==> config.mk <==
export PLATFORM = sky130hd
export DESIGN_NAME = codec_share_arbiter
export DESIGN_NICKNAME = d
export VERILOG_FILES = /design/src/rtl/codec_share_arbiter_pkg.sv /design/src/rtl/codec_share_arbiter_byte_codec.sv /design/src/rtl/codec_share_arbiter.sv
export SDC_FILE = /design/constraint.sdc
export NUM_CORES = 1
export LEC_CHECK = 0
export ABC_AREA = 1
export ABC_CLOCK_PERIOD_IN_PS = 1400
export BUFFER_PORTS_ARGS = -buffer_cell sky130_fd_sc_hd__buf_2
export CAP_MARGIN = 5
export CORE_MARGIN = 10
export CORE_UTILIZATION = 47
export DETAILED_ROUTE_END_ITERATION = 10
export PLACE_DENSITY = 0.76
export SYNTH_ARGS = -nofsm -noshare
export SYNTH_HDL_FRONTEND = slang
export SYNTH_SLANG_ARGS = --single-unit
export TNS_END_PERCENT = 1
==> constraint.sdc <==
create_clock -name clk -period 1.4 [get_ports clk]
set_input_delay 0.14 -clock clk [delete_from_list [all_inputs] [get_ports clk]]
set_output_delay 0.14 -clock clk [all_outputs]
set_load 0.02 [all_outputs]
==> src/rtl/codec_share_arbiter_pkg.sv <==
// Shared definitions for the codec-sharing arbiter: default width, output-stage
// state encoding and requester ids.
package codec_share_arbiter_pkg;

  localparam int DATA_W_DEF = 8;

  typedef enum logic {
    ST_EMPTY = 1'b0,
    ST_FULL  = 1'b1
  } state_e;

  localparam logic REQ0 = 1'b0;
  localparam logic REQ1 = 1'b1;

endpackage

==> src/rtl/codec_share_arbiter_byte_codec.sv <==
// Combinational byte codec: bit-reverse then invert. Applying it twice returns
// the original value, so one instance serves both encode and decode.
module byte_codec #(
  parameter int DATA_W = 8
) (
  input  logic [DATA_W-1:0] in_data,
  output logic [DATA_W-1:0] out_data
);

  // Mirror the bit order and complement each bit.
  always_comb begin
    out_data = {DATA_W{1'b0}};
    for (int i = 0; i < DATA_W; i++) begin
      out_data[i] = ~in_data[DATA_W-1-i];
    end
  end

endmodule

==> src/rtl/codec_share_arbiter.sv <==
// Round-robin arbiter sharing one byte codec between two requesters, with a
// single registered output stage tagged by source and saturating grant counters.
module codec_share_arbiter
  import codec_share_arbiter_pkg::*;
#(
  parameter int DATA_W = DATA_W_DEF,
  parameter int CNT_W  = 16
) (
  input  logic              clk,
  input  logic              rst,
  input  logic              req0_valid,
  input  logic [DATA_W-1:0] req0_data,
  output logic              req0_ready,
  input  logic              req1_valid,
  input  logic [DATA_W-1:0] req1_data,
  output logic              req1_ready,
  output logic              out_valid,
  output logic [DATA_W-1:0] out_data,
  output logic              out_src,
  input  logic              out_ready,
  output logic [CNT_W-1:0]  grant_cnt0,
  output logic [CNT_W-1:0]  grant_cnt1,
  output logic              busy
);

  state_e            state_q, state_d;
  logic [DATA_W-1:0] out_data_q, out_data_d;
  logic              out_src_q, out_src_d;
  logic              last_grant_q, last_grant_d;
  logic [CNT_W-1:0]  cnt0_q, cnt0_d;
  logic [CNT_W-1:0]  cnt1_q, cnt1_d;

  logic              can_load_s;
  logic              grant0_s;
  logic              grant1_s;
  logic [DATA_W-1:0] sel_data_s;
  logic [DATA_W-1:0] coded_s;

  function automatic logic [CNT_W-1:0] sat_inc(input logic [CNT_W-1:0] v);
    if (v == {CNT_W{1'b1}}) begin
      return v;
    end else begin
      return v + {{(CNT_W-1){1'b0}}, 1'b1};
    end
  endfunction

  // Arbitration: readies are held low during reset so no handshake completes.
  always_comb begin
    can_load_s = 1'b0;
    grant0_s   = 1'b0;
    grant1_s   = 1'b0;
    if (rst) begin
      can_load_s = 1'b0;
    end else if (state_q == ST_EMPTY) begin
      can_load_s = 1'b1;
    end else begin
      can_load_s = out_ready;
    end
    if (!can_load_s) begin
      grant0_s = 1'b0;
      grant1_s = 1'b0;
    end else if (req0_valid && req1_valid) begin
      if (last_grant_q == REQ1) begin
        grant0_s = 1'b1;
      end else begin
        grant1_s = 1'b1;
      end
    end else begin
      grant0_s = req0_valid;
      grant1_s = req1_valid;
    end
    sel_data_s = grant1_s ? req1_data : req0_data;
  end

  byte_codec #(
    .DATA_W(DATA_W)
  ) u_codec (
    .in_data (sel_data_s),
    .out_data(coded_s)
  );

  // Output stage FSM, source tag, round-robin pointer and counters.
  always_comb begin
    state_d      = state_q;
    out_data_d   = out_data_q;
    out_src_d    = out_src_q;
    last_grant_d = last_grant_q;
    cnt0_d       = cnt0_q;
    cnt1_d       = cnt1_q;
    if (grant0_s || grant1_s) begin
      state_d      = ST_FULL;
      out_data_d   = coded_s;
      out_src_d    = grant1_s ? REQ1 : REQ0;
      last_grant_d = grant1_s ? REQ1 : REQ0;
      if (grant1_s) begin
        cnt1_d = sat_inc(cnt1_q);
      end else begin
        cnt0_d = sat_inc(cnt0_q);
      end
    end else begin
      case (state_q)
        ST_EMPTY: state_d = ST_EMPTY;
        ST_FULL:  state_d = out_ready ? ST_EMPTY : ST_FULL;
        default:  state_d = ST_EMPTY;
      endcase
    end
  end

  // State registers with synchronous reset.
  always_ff @(posedge clk) begin
    if (rst) begin
      state_q      <= ST_EMPTY;
      out_data_q   <= {DATA_W{1'b0}};
      out_src_q    <= REQ0;
      last_grant_q <= REQ1;
      cnt0_q       <= {CNT_W{1'b0}};
      cnt1_q       <= {CNT_W{1'b0}};
    end else begin
      state_q      <= state_d;
      out_data_q   <= out_data_d;
      out_src_q    <= out_src_d;
      last_grant_q <= last_grant_d;
      cnt0_q       <= cnt0_d;
      cnt1_q       <= cnt1_d;
    end
  end

  assign req0_ready = grant0_s;
  assign req1_ready = grant1_s;
  assign out_valid  = (state_q == ST_FULL);
  assign busy       = (state_q == ST_FULL);
  assign out_data   = out_data_q;
  assign out_src    = out_src_q;
  assign grant_cnt0 = cnt0_q;
  assign grant_cnt1 = cnt1_q;

endmodule

# Word-level counts from Yosys, hierarchy flattened
# Index checks and enable logic that the tools add are counted.
[word_totals]
output_inout_bits = 45
mem_count = 0
ram_bits = 0
romBits = 0
in_bits = 21
word_cells = 39
latch_bits = 0
register_bits = 43
[op_classes]
n_reduce_logical = 4
div = 0
n_bitwise = 12
addsub = 2
shift = 0
eq_ne = 2
n_lt_le_gt_ge = 0
mul = 0
muxes = 13
[ops]
columns = ["op", "count"]
rows = [
  ["adder 16 x 1 -> 16 bit, second input constant", 2],
  ["equality test 16 bit, second input constant", 2],
  ["inverter 1 bit", 12],
  ["two-way mux 1 bit", 11],
  ["two-way mux 8 bit", 1],
  ["AND reduction 3 bit", 2],
  ["one-hot mux 1 bit (2 select lines)", 1],
  ["logical AND 1 bit", 1],
  ["logical OR 1 bit", 1],
]

# Longest topological paths before layout
[logic_depth]
depth_word = 5
ltp_mapped = 10
mapped_depth_nobuf = 9

# Hierarchy
# Synthesis repeated with hierarchy kept, for this count alone.
[hier_totals]
cells_unflattened = 362
area_unflattened_um2 = 2366.0
[by_module_without_submodules]
columns = ["mod", "area_per_inst_um2", "cells_each", "seq_area_each_um2", "instances"]
rows = [
  ["codec_share_arbiter", 2336.0, 354, 860.8, 1],
  ["byte_codec", 30.0, 8, 0.0, 1],
]

# Worst setup path before layout
# Ideal clock, no wire load.
[synth_timing]
path_type = "reg-to-reg"
from = "register cnt0_q[0], in the netlist grant_cnt0[0]"
to = "register cnt0_q[9], in the netlist grant_cnt0[9]"
setup_ns = 0.070
required_ns = 1.330
n_path_buf = 1
arrival_time_ns = 1.570
period_less_slack_ns = 1.640
setup_slack_ns = -0.240
stages_incl_launch_ff = 9
cell_sequence = "dfxtp_1 ha_1 nand2_2 nor2_4 nand2_4 o21ai_4 buf_6 nand2_1 a21oi_2"
[synth_via]
elab_chain_cells = 3
word_cells_on_any_way = 4
cone_classes = "add/sub (1); eq/ne (1); bitwise (1); reduce/logical (1)"
[synth_lines]
columns = ["item", "line", "rtl"]
rows = [
  ["start: declaration", "codec_share_arbiter.sv:30", "logic [CNT_W-1:0] cnt0_q, cnt0_d;"],
  ["start signal: assignment", "codec_share_arbiter.sv:116", "cnt0_q <= {CNT_W{1'b0}};"],
  ["start signal: assignment", "codec_share_arbiter.sv:123", "cnt0_q <= cnt0_d;"],
  ["parallel branches: the longest is 3 deep, another holds adder 16 x 1 -> 16 bit", "--", ""],
]
# Several ways; the timed one is not identified.
# A chain may end at the register's enable or synchronous reset.

# Worst setup path after layout
[layout_timing]
from = "register last_grant_q"
to = "output req1_ready"
[layout_via]
elab_chain_cells = 3
[layout_lines]
columns = ["item", "line", "rtl"]
rows = [
  ["start: declaration", "codec_share_arbiter.sv:29", "logic last_grant_q, last_grant_d;"],
  ["start signal: assignment", "codec_share_arbiter.sv:122", "last_grant_q <= last_grant_d;"],
  ["two-way mux 1 bit", "codec_share_arbiter.sv:63", "if (last_grant_q == REQ1) begin"],
  ["two-way mux 1 bit", "codec_share_arbiter.sv:62", "end else if (req0_valid && req1_valid) begin"],
  ["two-way mux 1 bit", "codec_share_arbiter.sv:59", "if (!can_load_s) begin"],
  ["end: declaration", "codec_share_arbiter.sv:16", "output logic req1_ready,"],
]
# Every way passes these cells.

==> results list <==
* Largest driver fanout on the critical path: 4
- The worst register-to-register path ends at grant_cnt0[3].
* Cell count after placement: ~540
- Buffers inserted during clock tree synthesis total 5.
* Kind of capture point of the worst setup path: output port
- For this design the static power due to leakage is between 1.5 and 2 nW.
- Final Hold Fails: 0
- Top cells by count, synth: 112 x sky130_fd_sc_hd__nand2_1, 51 x sky130_fd_sc_hd__nor2_1, 43 x sky130_fd_sc_hd__dfxtp_1, 26 x sky130_fd_sc_hd__inv_1
- After synthesis, the largest area contributor takes up between 30 and 40% of total cell area.
* Register-to-register path setup slack: roughly 0.01 ns
- In this run the tightest slew margin relative to its limit is slightly below 80%.
- The via count of the first global-routing pass came to 2,563.
- At the worst endpoint, the required time is 1.26 ns.
* Most repeated cell in the gate-level netlist after synthesis: sky130_fd_sc_hd__nand2_1
- The count of nets left with antenna violations once routing finished came out at 0.
- Unrepaired setup endpoints after global routing: yes
- Worst EP arrival: approximately 1.3 ns
* Classification of the worst setup path: register to output port
- Period minus WS final: between 1 and 1.5 ns
* Warnings, synthesis: 0
* IR Drop Worst-Case VDD: about 370 uV
- Crit share post-route: ~100%
* Number of flip-flops and latches in the synthesized netlist: 43
- CTS tree: done
- Number of inserted diodes: 0
* Clk slew on worst S/H paths: 0.08 ns
- Violation count after the first detailed-routing iteration: 75
- Vert. Die Dim: approximately 91 um
- Avg Synthesized Cell Area: 6.643 um^2
- The post-route netlist has 39.54% of its cells at a drive strength greater than 1.
- The design draws about 2.7 mW.
- Gp weighted congestion: 0.8392
* Overflow after GRT: 0
* Routed wire length: around 6900 um
- Core Area: approximately 4800 um^2
* H-tree lvl count: 2
- End point of the critical path: req1_ready
* Per-cell routed wire length: 12.61 um
- In the synthesized netlist, the number of instances is 359.
- Std-Cell Rows: 25
- At the later pin of the worst-skew pair, clock insertion delay measures 0.29 ns.
- Post-route core utilization: 70.96%
- Worst min-delay path category: input pin to register
* Final setup violation count: 0
- In the global route stage, overall resource usage came out at 15.67%.
* Maximum clock insertion buffer count: 2
- For this run, the register share of the synthesized area comes to between 30% and 40%.
- After detailed routing, the number of remaining DRC violations is 0.
* Result of the run: finished clean
* Async SR Flop Fraction: 0%
- The first global-routing pass estimated 11,220 um of wire.
- # port buffers: 65
- CTS placed an instance of sky130_fd_sc_hd__clkbuf_8 at the clock tree root.
- The worst register-to-register path begins at grant_cnt0[0].
- For this configuration, the core starts out at a cell density of between 40% and 50%.
* Top achievable clock speed: slightly above 0.7 GHz
- Cell type with the largest total area after synthesis: sky130_fd_sc_hd__dfxtp_1
* Dpl hpwl: approximately 5200 um
* Transition time at the pin with the least slew margin: between 0.3 and 0.4 ns
* Post-synthesis instance area: roughly 2400 um^2
* Most instantiated flip-flop cell in the synthesis netlist: sky130_fd_sc_hd__dfxtp_1
* Area growth, synth to finish: 43.34%
- Clock Sinks: between 40 and 50
- Clock skew on the completed layout was measured at about 0.0054 ns.
- Via count: approximately 2.7k
* Reported max-cap violation count: 0
- Count of placed standard cells in the final layout, fillers left out: around 550
- Count of distinct cell types in the synthesized netlist: 28
* Final number of max-transition violations: 0
- Cell area after placement: 3207 um^2
- Fill cells in the final layout number approximately 420.
* TritonRoute pass-1 iters: 4
- The die covers ~8300 um^2.
- Leading post-synthesis cells by cell area: sky130_fd_sc_hd__dfxtp_1 36%, sky130_fd_sc_hd__nand2_1 18%, sky130_fd_sc_hd__nor2_1 8.0%
* Ports placed on the boundary: between 60 and 70
- In this run, post-CTS hold repair placed 0 buffers.
- Mapped Nets: 382
* EDFF count, synth: 0
- The most critical setup path has its startpoint at last_grant_q.
- Largest net degree at the start of global routing: 24
- Vias/cell: between 4 and 5
- The worst setup path is launched from a register.
- Die W: 91.23 um
- The number of antenna violations at the first check in global routing was 0.
* Area of all placed cells without fillers: ~3400 um^2
- For the worst flop-to-flop path, the logic depth is 9.
- At the placement stage, the worst setup path has a slack of -0.08393 ns.
- Nets: 500
* Areal power density over the cells: roughly 800 nW/um^2
- In the post-route analysis, the smallest setup slack over all paths is roughly 0.0027 ns.
-- cells in the final DEF (no fill, tap or decap), types with 2 or more instances in the layout --
cell type / netlist / layout
sky130_fd_sc_hd__ha_4: 0 / 2
sky130_fd_sc_hd__nand2_1: 112 / 105
sky130_fd_sc_hd__o21ai_2: 0 / 3
sky130_fd_sc_hd__nor2_4: 4 / 6
sky130_fd_sc_hd__dfxtp_2: 0 / 9
sky130_fd_sc_hd__xor2_1: 4 / 4
sky130_fd_sc_hd__nand2_4: 1 / 7
sky130_fd_sc_hd__nand4_1: 6 / 6
sky130_fd_sc_hd__buf_2: 0 / 64
sky130_fd_sc_hd__o21ai_1: 2 / 4
sky130_fd_sc_hd__a21oi_2: 6 / 7
sky130_fd_sc_hd__buf_4: 2 / 53
sky130_fd_sc_hd__nor2_2: 3 / 6
sky130_fd_sc_hd__xnor2_1: 5 / 5
sky130_fd_sc_hd__inv_2: 2 / 3
sky130_fd_sc_hd__inv_1: 26 / 25
sky130_fd_sc_hd__o21ai_0: 17 / 12
sky130_fd_sc_hd__nand3_1: 25 / 24
sky130_fd_sc_hd__nand2_2: 8 / 10
sky130_fd_sc_hd__clkbuf_8: 0 / 7
sky130_fd_sc_hd__a21oi_1: 25 / 24
sky130_fd_sc_hd__dfxtp_1: 43 / 30
sky130_fd_sc_hd__dfxtp_4: 0 / 4
sky130_fd_sc_hd__buf_12: 0 / 2
sky130_fd_sc_hd__nor2_1: 51 / 46
-- stage by stage --
stage | hold slack (ns) | setup TNS [ns]
6_report | 0.1379 | 0
5_1_grt | 0.1545 | -0.9028
4_1_cts | 0.1306 | -0.06984
3_5_place_dp | 0.4425 | -0.7661
3_3_place_gp | 0.4376 | -0.0002996
2_1_floorplan | 0.2091 | -0.3984
-- logic make-up after synthesis --
kind of cell	synth area share, %
AOI/OAI and AO/OA	12.75
DFF	36.10
adders and majority gates	1.049
buffers and inverters	7.240
and+or+nand+nor	39.56
xor gates and xnor gates	3.305
-- metal layers --
| metal | share of wire, % | up-vias | track usage (%) |
|---|---|---|---|
| met5 | 0 | - | 0 |
| met4 | 1.3 | 0 | 5.483 |
| met3 | 4.9 | 8 | 4.033 |
| met2 | 51 | 56 | 28.16 |
| met1 | 43 | 1227 | 17.40 |
| li1 | - | 1390 | - |
-- what timing repair did --
item	CTS	global route
gates resized for setup	7	29
endpoints found under the setup margin	27	42
endpoints found under the hold margin	0	0
gates cloned	0	1
buffers inserted	0	1
pin swaps	3	6
-- critical path: stages (launching register included) --
cell and delay, ns:
sky130_fd_sc_hd__dfxtp_1 0.34, sky130_fd_sc_hd__nand2_2 0.09, sky130_fd_sc_hd__nand2_2 0.09, sky130_fd_sc_hd__nor2_8 0.16, sky130_fd_sc_hd__buf_4 0.15, sky130_fd_sc_hd__buf_4 0.14
-- state kept, by name (all words and copies together) (netlist names) --
name / count
grant_cnt1: 16
grant_cnt0: 16
out_data: 8
busy: 1
out_src: 1
last_grant_q: 1
-- worst min path at each step --
stage | from | endpoint | slack [ns] | cells after the start
6_report | req1_data[7] | out_data[0] | 0.14 | 4
5_1_grt | req1_data[3] | out_data[4] | 0.15 | 4
4_1_cts | req1_data[5] | out_data[2] | 0.13 | 4
3_5_place_dp | req1_data[5] | out_data[2] | 0.44 | 4
3_3_place_gp | req1_data[5] | out_data[2] | 0.44 | 4
2_1_floorplan | rst | out_data[0] | 0.21 | 1
-- area by class of cell --
| class | instances | area [um^2] | area share [%] |
|---|---|---|---|
| timing repair buffer | 120 | 769.5 | 22.51 |
| clock buffer | 8 | 100.1 | 2.928 |
| tap | 67 | 83.83 | 2.452 |
| sequential | 43 | 887.1 | 25.95 |
| multi-input combinational | 279 | 1473 | 43.08 |
| inverter | 28 | 105.1 | 3.075 |
-- power breakdown --
group	internal [mW]	total [mW]	switching [mW]
clock network	0.450	0.863	0.413
registers	1.27	1.30	0.0357
logic	0.202	0.503	0.302
No activity file was read; power rests on OpenSTA's default activity.
